### src/rtl/setb_seq_ctrl.sv
// Preset sequencer: drives the active-low SETB of an async-set flop bank for N cycles,
// then holds its capture enable low for GUARD cycles so recovery/removal is always met.
module setb_seq_ctrl #(
   parameter int PW_W  = 4,
   parameter int GUARD = 2
) (
   input  logic            CLK,
   input  logic            RSTB,
   input  logic            REQ,
   input  logic [PW_W-1:0] PW,
   output logic            SETB,
   output logic            CKEN,
   output logic            BUSY,
   output logic            DONE,
   output logic            OVR
);

   typedef enum logic [1:0] {
      IDLE    = 2'd0,
      ASSERT  = 2'd1,
      GUARD_W = 2'd2
   } state_t;

   localparam logic [3:0]      GUARD_L = 4'(GUARD);
   localparam logic [PW_W-1:0] ONE_W   = PW_W'(1);

   state_t          state_reg, state_next;
   logic [PW_W-1:0] width_reg, width_next;
   logic [3:0]      guard_reg, guard_next;
   logic            setb_next, cken_next, busy_next, done_next, ovr_next;

   // State register; outputs are registered alongside so they are glitch-free.
   always_ff @(posedge CLK) begin
      if (!RSTB) begin
         state_reg <= IDLE;
         width_reg <= '0;
         guard_reg <= '0;
         SETB      <= 1'b1;
         CKEN      <= 1'b1;
         BUSY      <= 1'b0;
         DONE      <= 1'b0;
         OVR       <= 1'b0;
      end else begin
         state_reg <= state_next;
         width_reg <= width_next;
         guard_reg <= guard_next;
         SETB      <= setb_next;
         CKEN      <= cken_next;
         BUSY      <= busy_next;
         DONE      <= done_next;
         OVR       <= ovr_next;
      end
   end

   // Counters count down to 1 and never below, so a zero width is promoted to one cycle.
   always_comb begin
      state_next = state_reg;
      width_next = width_reg;
      guard_next = guard_reg;
      case (state_reg)
         IDLE: begin
            if (REQ) begin
               state_next = ASSERT;
               width_next = (PW == '0) ? ONE_W : PW;
            end
         end
         ASSERT: begin
            if (width_reg == ONE_W) begin
               if (GUARD > 0) begin
                  state_next = GUARD_W;
                  guard_next = GUARD_L;
               end else begin
                  state_next = IDLE;
               end
            end else begin
               width_next = width_reg - ONE_W;
            end
         end
         GUARD_W: begin
            if (guard_reg == 4'd1) begin
               state_next = IDLE;
            end else begin
               guard_next = guard_reg - 4'd1;
            end
         end
         default: state_next = IDLE;
      endcase
   end

   // CKEN is only high in IDLE, so it can never be high while SETB is low.
   always_comb begin
      setb_next = (state_next != ASSERT);
      cken_next = (state_next == IDLE);
      busy_next = (state_next != IDLE);
      done_next = (state_reg != IDLE) && (state_next == IDLE);
      ovr_next  = OVR | (REQ & BUSY);
   end

endmodule

### config.mk
export PLATFORM = sky130hd
export DESIGN_NAME = setb_seq_ctrl
export DESIGN_NICKNAME = d
export VERILOG_FILES = /design/src/rtl/setb_seq_ctrl.sv
export SDC_FILE = /design/constraint.sdc
export NUM_CORES = 1
export LEC_CHECK = 0
export CAP_MARGIN = 0
export CORE_UTILIZATION = 49
export CTS_CLUSTER_SIZE = 24
export DETAILED_ROUTE_END_ITERATION = 10
export PLACE_DENSITY_LB_ADDON = 0.25
export SLEW_MARGIN = 5
export SYNTH_ARGS = -nofsm -noshare
export SYNTH_HDL_FRONTEND = slang
export SYNTH_SLANG_ARGS = --single-unit
### constraint.sdc
create_clock -name CLK -period 1.65 [get_ports CLK]
set_input_delay 0.4125 -clock CLK [delete_from_list [all_inputs] [get_ports CLK]]
set_output_delay 0.4125 -clock CLK [all_outputs]
set_load 0.02 [all_outputs]
# == Word-level counts from Yosys, hierarchy flattened ==
# Index checks and enable logic that the tools add are counted.
# classes
n_eq_ne,9
n_div,0
mux,11
multipliers,0
shift,0
addsub,2
order_cmp,0
bitwise_logic,2
n_reduce_logical,10
# op_table
cell,n
4-bit two-way mux,5
4-bit case mux with 2 select lines,2
4-bit by 1-bit equality test with 1-bit output (second input constant),2
2-bit != test (second input constant),4
2-bit nonzero test,4
4-bit by 1-bit subtractor with 4-bit output (second input constant),2
2-bit two-way mux,3
2-bit case mux with 3 select lines,1
3-bit AND reduction,2
2-bit logical NOT,2
4-bit logical NOT,1
2-bit by 1-bit equality test with 1-bit output (second input constant),1
2-bit equality test (second input constant),1
2-bit by 1-bit != test with 1-bit output (second input constant),1
1-bit bitwise AND,1
1-bit logical AND,1
1-bit OR,1
# totals
mem_bits_ro,0
mem_bits_rw,0
latch_bits,0
input_bits,7
n_memories,0
elab_cells,42
output_inout_bits,5
register_bits,15

# == Longest topological paths before layout ==
# Gate-level depths: netlist (run 1).
# logic_depth
depth_word,5
depth_mapped,6
ltp_nobuf,6

# == Worst setup path after synthesis (run 1) ==
# No wires, ideal clock.
# synth_path
path_type,register to register
from,reg width_reg[1]
to,reg width_reg[2]
setup_slack_ns,0.159
arrival_ns,1.374
n_path_buf,0
synth_period_minus_slack_ns,1.491
required_time_ns,1.533
path_stages_with_launch,7
setup_time_ns,0.117
cell_sequence,dfxtp_1 > inv_1 > ha_1 > and4bb_4 > nor3_4 > o21ai_0 > a32o_1
# synth_between
elab_chain_cells,3
word_cells_on_any_way,6
classes_between,1 x add/sub; 2 x eq/ne; 2 x mux; 1 x reduce/logical
# synth_rtl
item,line_no,text
from (decl),28,"logic [PW_W-1:0] width_reg, width_next;"
from (signal assigned),45,width_reg <= width_next;
4-bit by 1-bit subtractor with 4-bit output or 4-bit by 1-bit equality test with 1-bit output (tied branches),"76, 68",
4-bit two-way mux or 2-bit != test (tied branches),--,
4-bit case mux with 2 select lines or 3-bit AND reduction (tied branches),--,
# Parallel ways exist; a longest one is shown, timed or not. The select of a mux whose other input is x is not followed.
# A chain may end at the register's enable or synchronous reset.

# == Final worst setup path (run 1) ==
# Same ends and word-level chain as after synthesis.

==> results_dict.tcl, run 1 <==
set metrics [dict create \
    run_status "complete, no violations" \
    cp-startpoint "width_reg[1]" \
    grt_pass1_vias 518 \
    final_layout_size_suffix_gt1_share_pct 12.12 \
    path_buf_inv 1 \
    synth_edf_count 0 \
    criticalPathCategory "reg2reg" \
    start_util_pct 52.99 \
    yosysTopAreaCellShare_pct 43.01 \
    wl_per_cell_um 11.99 \
    dieWidth_um 39.75 \
    hold_viol 0 \
    ys_ff_latch 15 \
    crit_family "simple AND/OR/NAND/NOR gates" \
    setup_viol 0 \
    seqCellArea_um2 300.3 \
    syn_area_per_cell_um2 8.838 \
    fillers 112 \
    combPwrFrac_pct 24.8 \
    critPathLaunchType "register" \
    synth_fp_nets 90 \
    yosysUniqueCellTypes 26 \
    relSlewSlack_pct 78.93 \
    track_usage_pct 21.49 \
    synth_top_family_by_area "simple AND/OR/NAND/NOR gates" \
    crit_slowest_cell "dfxtp_1" \
    ys.flop_type "dfxtp_1" \
    cp_cell_sequence "inv_1, ha_1, and4bb_4, nor3_4, o21ai_0, a32o_1" \
    synth.cell_area_um2 698.2 \
    dp_hpwl_um 1082 \
    synthCells 79 \
    synthArstFlopShare_pct 0 \
    layout.nets 111 \
    grt_pass1_wl_um 2208 \
    muxShareOfSynthArea_pct 2.867 \
    synth_common_cells "dfxtp_1 (15), nor2_1 (9), nand2_1 (7)" \
    worstMarginPinSlew_ns 0.3116 \
    finalClockSkew_ns 0.001579 \
    coreArea_um2 1318 \
    hp-class "reg2reg" \
    multiInputGateArea_um2 371.6 \
    synth_xor_xnor_area_share_pct 0 \
    seqPwrFrac_pct 50.8 \
    synth_top_area_cell "dfxtp_1" \
    cp.required_ns 1.83 \
    peakVddDrop_uv 590.6 \
    synthAdderAreaFrac_pct 7.168 \
    final_util_pct 69.14 \
    period_share_pct 92.30 \
    first_pass_iters 4 \
    leakage_nw 0.4297 \
    rsz0062_at_grt "false" \
    cts-root-buf "clkbuf_4" \
    cts_sinks 15 \
    via_count 591 \
    portBuffers 11 \
    viasPerCell 5.184 \
    post-route-min-period_ns 1.523 \
    grt_max_degree 11 \
    maxCapViolCount 0 \
    yosys_warnings 0 \
    r2r_start "width_reg[1]" \
    yosysMostFrequentCell "dfxtp_1" \
    die-area_um2 1580 \
    arrival_ns 1.70 \
    area_growth_pct 30.47 \
    tns_ns 0 \
    power_density_nw_per_um2 914.8 \
    ys_seq_area_share_pct 43.01 \
    dieHeight_um 39.75 \
    worstPathMaxFanout 6 \
    max_freq_mhz 656.6 \
    yosys.area_share.simple_pct 27.24 \
    drcViolationCount 0 \
    synth_compound_area_share_pct 15.95 \
    worst_hold_startpoint "state_reg[1]" \
    clk_latency_ns 0.28 \
    drt_iter0_drc 11 \
    power_switching_mw 0.2346 \
    postRouteAntennaNets 0 \
    slew_viol_final 0 \
    cts_buffers 3 \
    std_cell_rows 13 \
    cts.htree.levels 1 \
    cpPeakStageDelay_ns 0.36 \
    swShare_pct 28.15 \
    n_antenna_cell 0 \
    io_pins 12 \
    antenna_found_initial 0 \
    synth_area_leaders "dfxtp_1 (43%), ha_1 (7.2%), nor2_1 (4.8%)" \
    p_int_mw 0.5987 \
    overflow 0 \
    drt_wl_total_um 1367 \
    clockBufferDepth 2 \
    worst_setup_path_end_kind "register" \
    cts_tree "done" \
    clkPwrFrac_pct 24.4 \
    place.gp.congestion 0.7564 \
    clkSlewWorstSetupHoldPaths_ns 0.08 \
]
## cell type report
| type | instances | area share [%] |
|---|---|---|
| Multi-Input combinational cell | 57 | 40.80 |
| Sequential cell | 15 | 32.97 |
| Timing Repair Buffer | 18 | 19.23 |
| Clock buffer | 4 | 2.885 |
| Inverter | 5 | 2.060 |
| Tap cell | 15 | 2.060 |
## routing by layer
metal	vias up	wire [um]	global-route usage [%]
li1	312	-	-
met1	267	642	26.80
met2	12	669	34.02
met3	0	56	8.523
met4	0	0	5.172
met5	-	0	0
## cells by family (layout without fill, tap and decap cells)
kind of cell | after synthesis | after routing
compound gates | 17 | 17
flops | 15 | 15
simple gates | 34 | 34
buf+inv | 7 | 27
mux | 2 | 2
fa+ha+maj | 4 | 4
## final timing paths
check,slack (ns),cells after the start,end
worst max-delay path,0.13,6,width_reg[2]
worst min register to register,0.51,2,DONE
worst min-delay path,0.51,2,DONE
worst max register to register,0.13,6,width_reg[2]
## tightest hold or removal path: stages, from the launching register on
cell     delay [ns]
dfxtp_1        0.36
nand2_1        0.07
nor2_1         0.04
## through the flow
step                hold WS, ns  instance area (um^2)  total power [mW]  setup slack, ns  instances
CTS                      0.5111                 898.4            0.8424         0.005841        114
global placement         0.4758                 872.1            0.6316          0.03250        110
finish                   0.5070                 910.9            0.8333           0.1270        114
global route             0.5350                 910.9            0.8844          0.03510        114
floorplan                0.4572                 698.2            0.5502           0.1588         79
detailed placement       0.4937                 872.1            0.6408         -0.03482        110
## power groups by stage
| stage | registers, mW | clock network, mW | logic (mW) |
|---|---|---|---|
| 2_1_floorplan | 0.438 | 0 | 0.112 |
| 5_1_grt | 0.428 | 0.227 | 0.230 |
| 4_1_cts | 0.423 | 0.209 | 0.210 |
| 6_report | 0.423 | 0.203 | 0.207 |
| 3_5_place_dp | 0.432 | 0 | 0.209 |
| 3_3_place_gp | 0.430 | 0 | 0.202 |
## cell usage in the layout (no fill, tap or decap), types with 2 or more instances in the layout
cell,Yosys,layout
inv_1,5,5
ha_1,4,4
nand2b_1,5,5
nor2_1,9,9
and2_1,3,3
a21oi_1,3,3
nand2_1,7,7
dlymetal6s2s_1,0,5
mux2i_1,2,2
o21ai_0,5,5
dfxtp_1,15,15
o21a_1,2,2
a21boi_1,2,2
clkbuf_4,0,3
nor3_1,3,3
buf_4,0,7
clkdlybuf4s50_1,0,6
## timing repair
action / in CTS / in global routing
setup endpoints to repair: 0 / 7
hold buffers: 0 / 0
resized for setup: 0 / 5
buffers inserted: 0 / 0
Power figures use the tool's default switching activity.
==> run 2: changes to the inputs <==
- CORE_MARGIN: not set -> 10
==> results_dict.tcl, run 2 (synthesis results as in run 1) <==
set metrics [dict create \
    run_status "complete, no violations" \
    multiInputGateArea_um2 371.6 \
    rsz0062_at_grt "false" \
    drt_wl_total_um 1301 \
    seqPwrFrac_pct 51.2 \
    dieWidth_um 57.75 \
    mostFrequentLayoutCell "dfxtp_1" \
    clkSlewWorstSetupHoldPaths_ns 0.08 \
    critPathLaunchType "register" \
    path_buf_inv 1 \
    worst_slack_ns 0.05780 \
    leakage_nw 0.3779 \
    first_pass_iters 4 \
    grt_pass1_wl_um 2270 \
    start_util_pct 52.99 \
    top_usage_layer "met2" \
    combPwrFrac_pct 24.2 \
    slew_viol_final 0 \
    grt_max_degree 11 \
    wl_per_cell_um 11.51 \
    coreArea_um2 1318 \
    whs_ns 0.4921 \
    io_pins 12 \
    cpPeakStageDelay_ns 0.59 \
    post-route-min-period_ns 1.592 \
    antenna_found_initial 0 \
    holdBufCountCts 0 \
    dieHeight_um 57.75 \
    cp_cell_sequence "clkdlybuf4s50_1" \
    hold_viol 0 \
    clkPwrFrac_pct 24.6 \
    p_int_mw 0.5954 \
    cts_buffers 3 \
    final_cell_mix "dfxtp_1 (15), nor2_1 (9), clkdlybuf4s50_1 (8), nand2_1 (7), buf_4 (6)" \
    viasPerCell 5.150 \
    die-area_um2 3334 \
    area_growth_pct 27.60 \
    arrival_ns 1.18 \
    final_layout_size_suffix_gt1_share_pct 11.22 \
    period_share_pct 96.50 \
    clockBufferDepth 2 \
    drt_iter0_drc 7 \
    relSlewSlack_pct 76.05 \
    layout.nets 110 \
    dp_slack_ns -0.01140 \
    swShare_pct 27.66 \
    worst_setup_path_end_kind "output port" \
    n_antenna_cell 0 \
    overflow 0 \
    portBuffers 11 \
    place.gp.congestion 0.7336 \
    clk_latency_ns 0.28 \
    ff2ff_setup_slack_ns 0.15 \
    cts_sinks 15 \
    std_cell_rows 13 \
    grtUsageMet2_pct 12.73 \
    hp-class "reg2reg" \
    drcViolationCount 0 \
    crit_family "buffers and inverters" \
    crit_slowest_cell "clkdlybuf4s50_1" \
    power_density_nw_per_um2 923.9 \
    met3_usage_pct 5.011 \
    cts-root-buf "clkbuf_4" \
    peakVddDrop_uv 523.0 \
    cts_tree "done" \
    fillers 110 \
    setup_viol 0 \
    postRouteAntennaNets 0 \
    worstMarginPinSlew_ns 0.3559 \
    via_count 582 \
    finalPower_mw 0.8231 \
    track_usage_pct 8.570 \
    criticalPathCategory "reg2out" \
    grtUsageMet1_pct 9.202 \
    maxCapViolCount 0 \
    cp.required_ns 1.24 \
    worstPathMaxFanout 1 \
    power_switching_mw 0.2277 \
    dp_hpwl_um 1039 \
    max_freq_mhz 628.1 \
    finalClockSkew_ns 0.002550 \
    seqCellArea_um2 300.3 \
    cts.htree.levels 1 \
    grt_pass1_vias 533 \
]
==> run 2: cell types whose count changed in the layout (fill, tap and decap cells not counted), sizes merged <==
cell,previous run,this run
dlymetal6s2s,5,1
buf,7,6
dlygate4sd2,0,2
clkdlybuf4s50,6,8
==> run 2: path summary, 6_finish.rpt <==
kind / startpoint / to / depth (start not counted)
setup / recovery: DONE / DONE / 1
hold / removal: width_reg[1] / width_reg[1] / 2
setup reg to reg: width_reg[1] / width_reg[2] / 6
hold reg to reg: width_reg[1] / width_reg[1] / 2
==> run 2: worst register-to-register path, delay by kind of cell (launching register included) <==
| kind | cells | cell delay [ns] |
|---|---|---|
| flip-flops | 1 | 0.36 |
| AO/OA/AOI/OAI | 2 | 0.36 |
| adder cells (fa/ha/maj) | 1 | 0.19 |
| AND/OR/NAND/NOR | 2 | 0.43 |
| buffers and inverters | 1 | 0.07 |
==> run 2: final cells by class <==
| class | instances | area share (%) |
|---|---|---|
| timing repair buffer | 17 | 17.42 |
| sequential | 15 | 33.71 |
| multi-input combinational | 57 | 41.71 |
| tap | 15 | 2.107 |
| clock buffer | 4 | 2.949 |
| inverter | 5 | 2.107 |
==> run 2: what timing repair did <==
action,in CTS,in global routing
setup endpoints to repair,2,2
setup buffers,0,0
pin swaps,0,1
resized for setup,2,1
==> run 2: power by group through the flow <==
stage / registers (mW) / logic [mW] / clock network, mW
global placement: 0.430 / 0.201 / 0
global route: 0.426 / 0.224 / 0.225
finish: 0.422 / 0.199 / 0.202
floorplan: 0.438 / 0.112 / 0
CTS: 0.422 / 0.201 / 0.214
detailed placement: 0.430 / 0.203 / 0
==> run 2: routing by layer <==
layer | routed length (um) | vias to the layer above
met1 | 621 | 258
met2 | 569 | 13
met3 | 93 | 2
met4 | 16 | 0
li1 | - | 309
met5 | 0 | -
==> run 2: through the flow <==
step	std cells	util, %	cell area (um^2)	setup TNS (ns)
5_1_grt	113	67.62	890.9	0
2_1_floorplan	79	-	698.2	0
3_3_place_gp	109	65.62	864.6	0
6_report	113	67.62	890.9	0
4_1_cts	113	67.43	888.4	0
3_5_place_dp	109	65.62	864.6	-0.01302
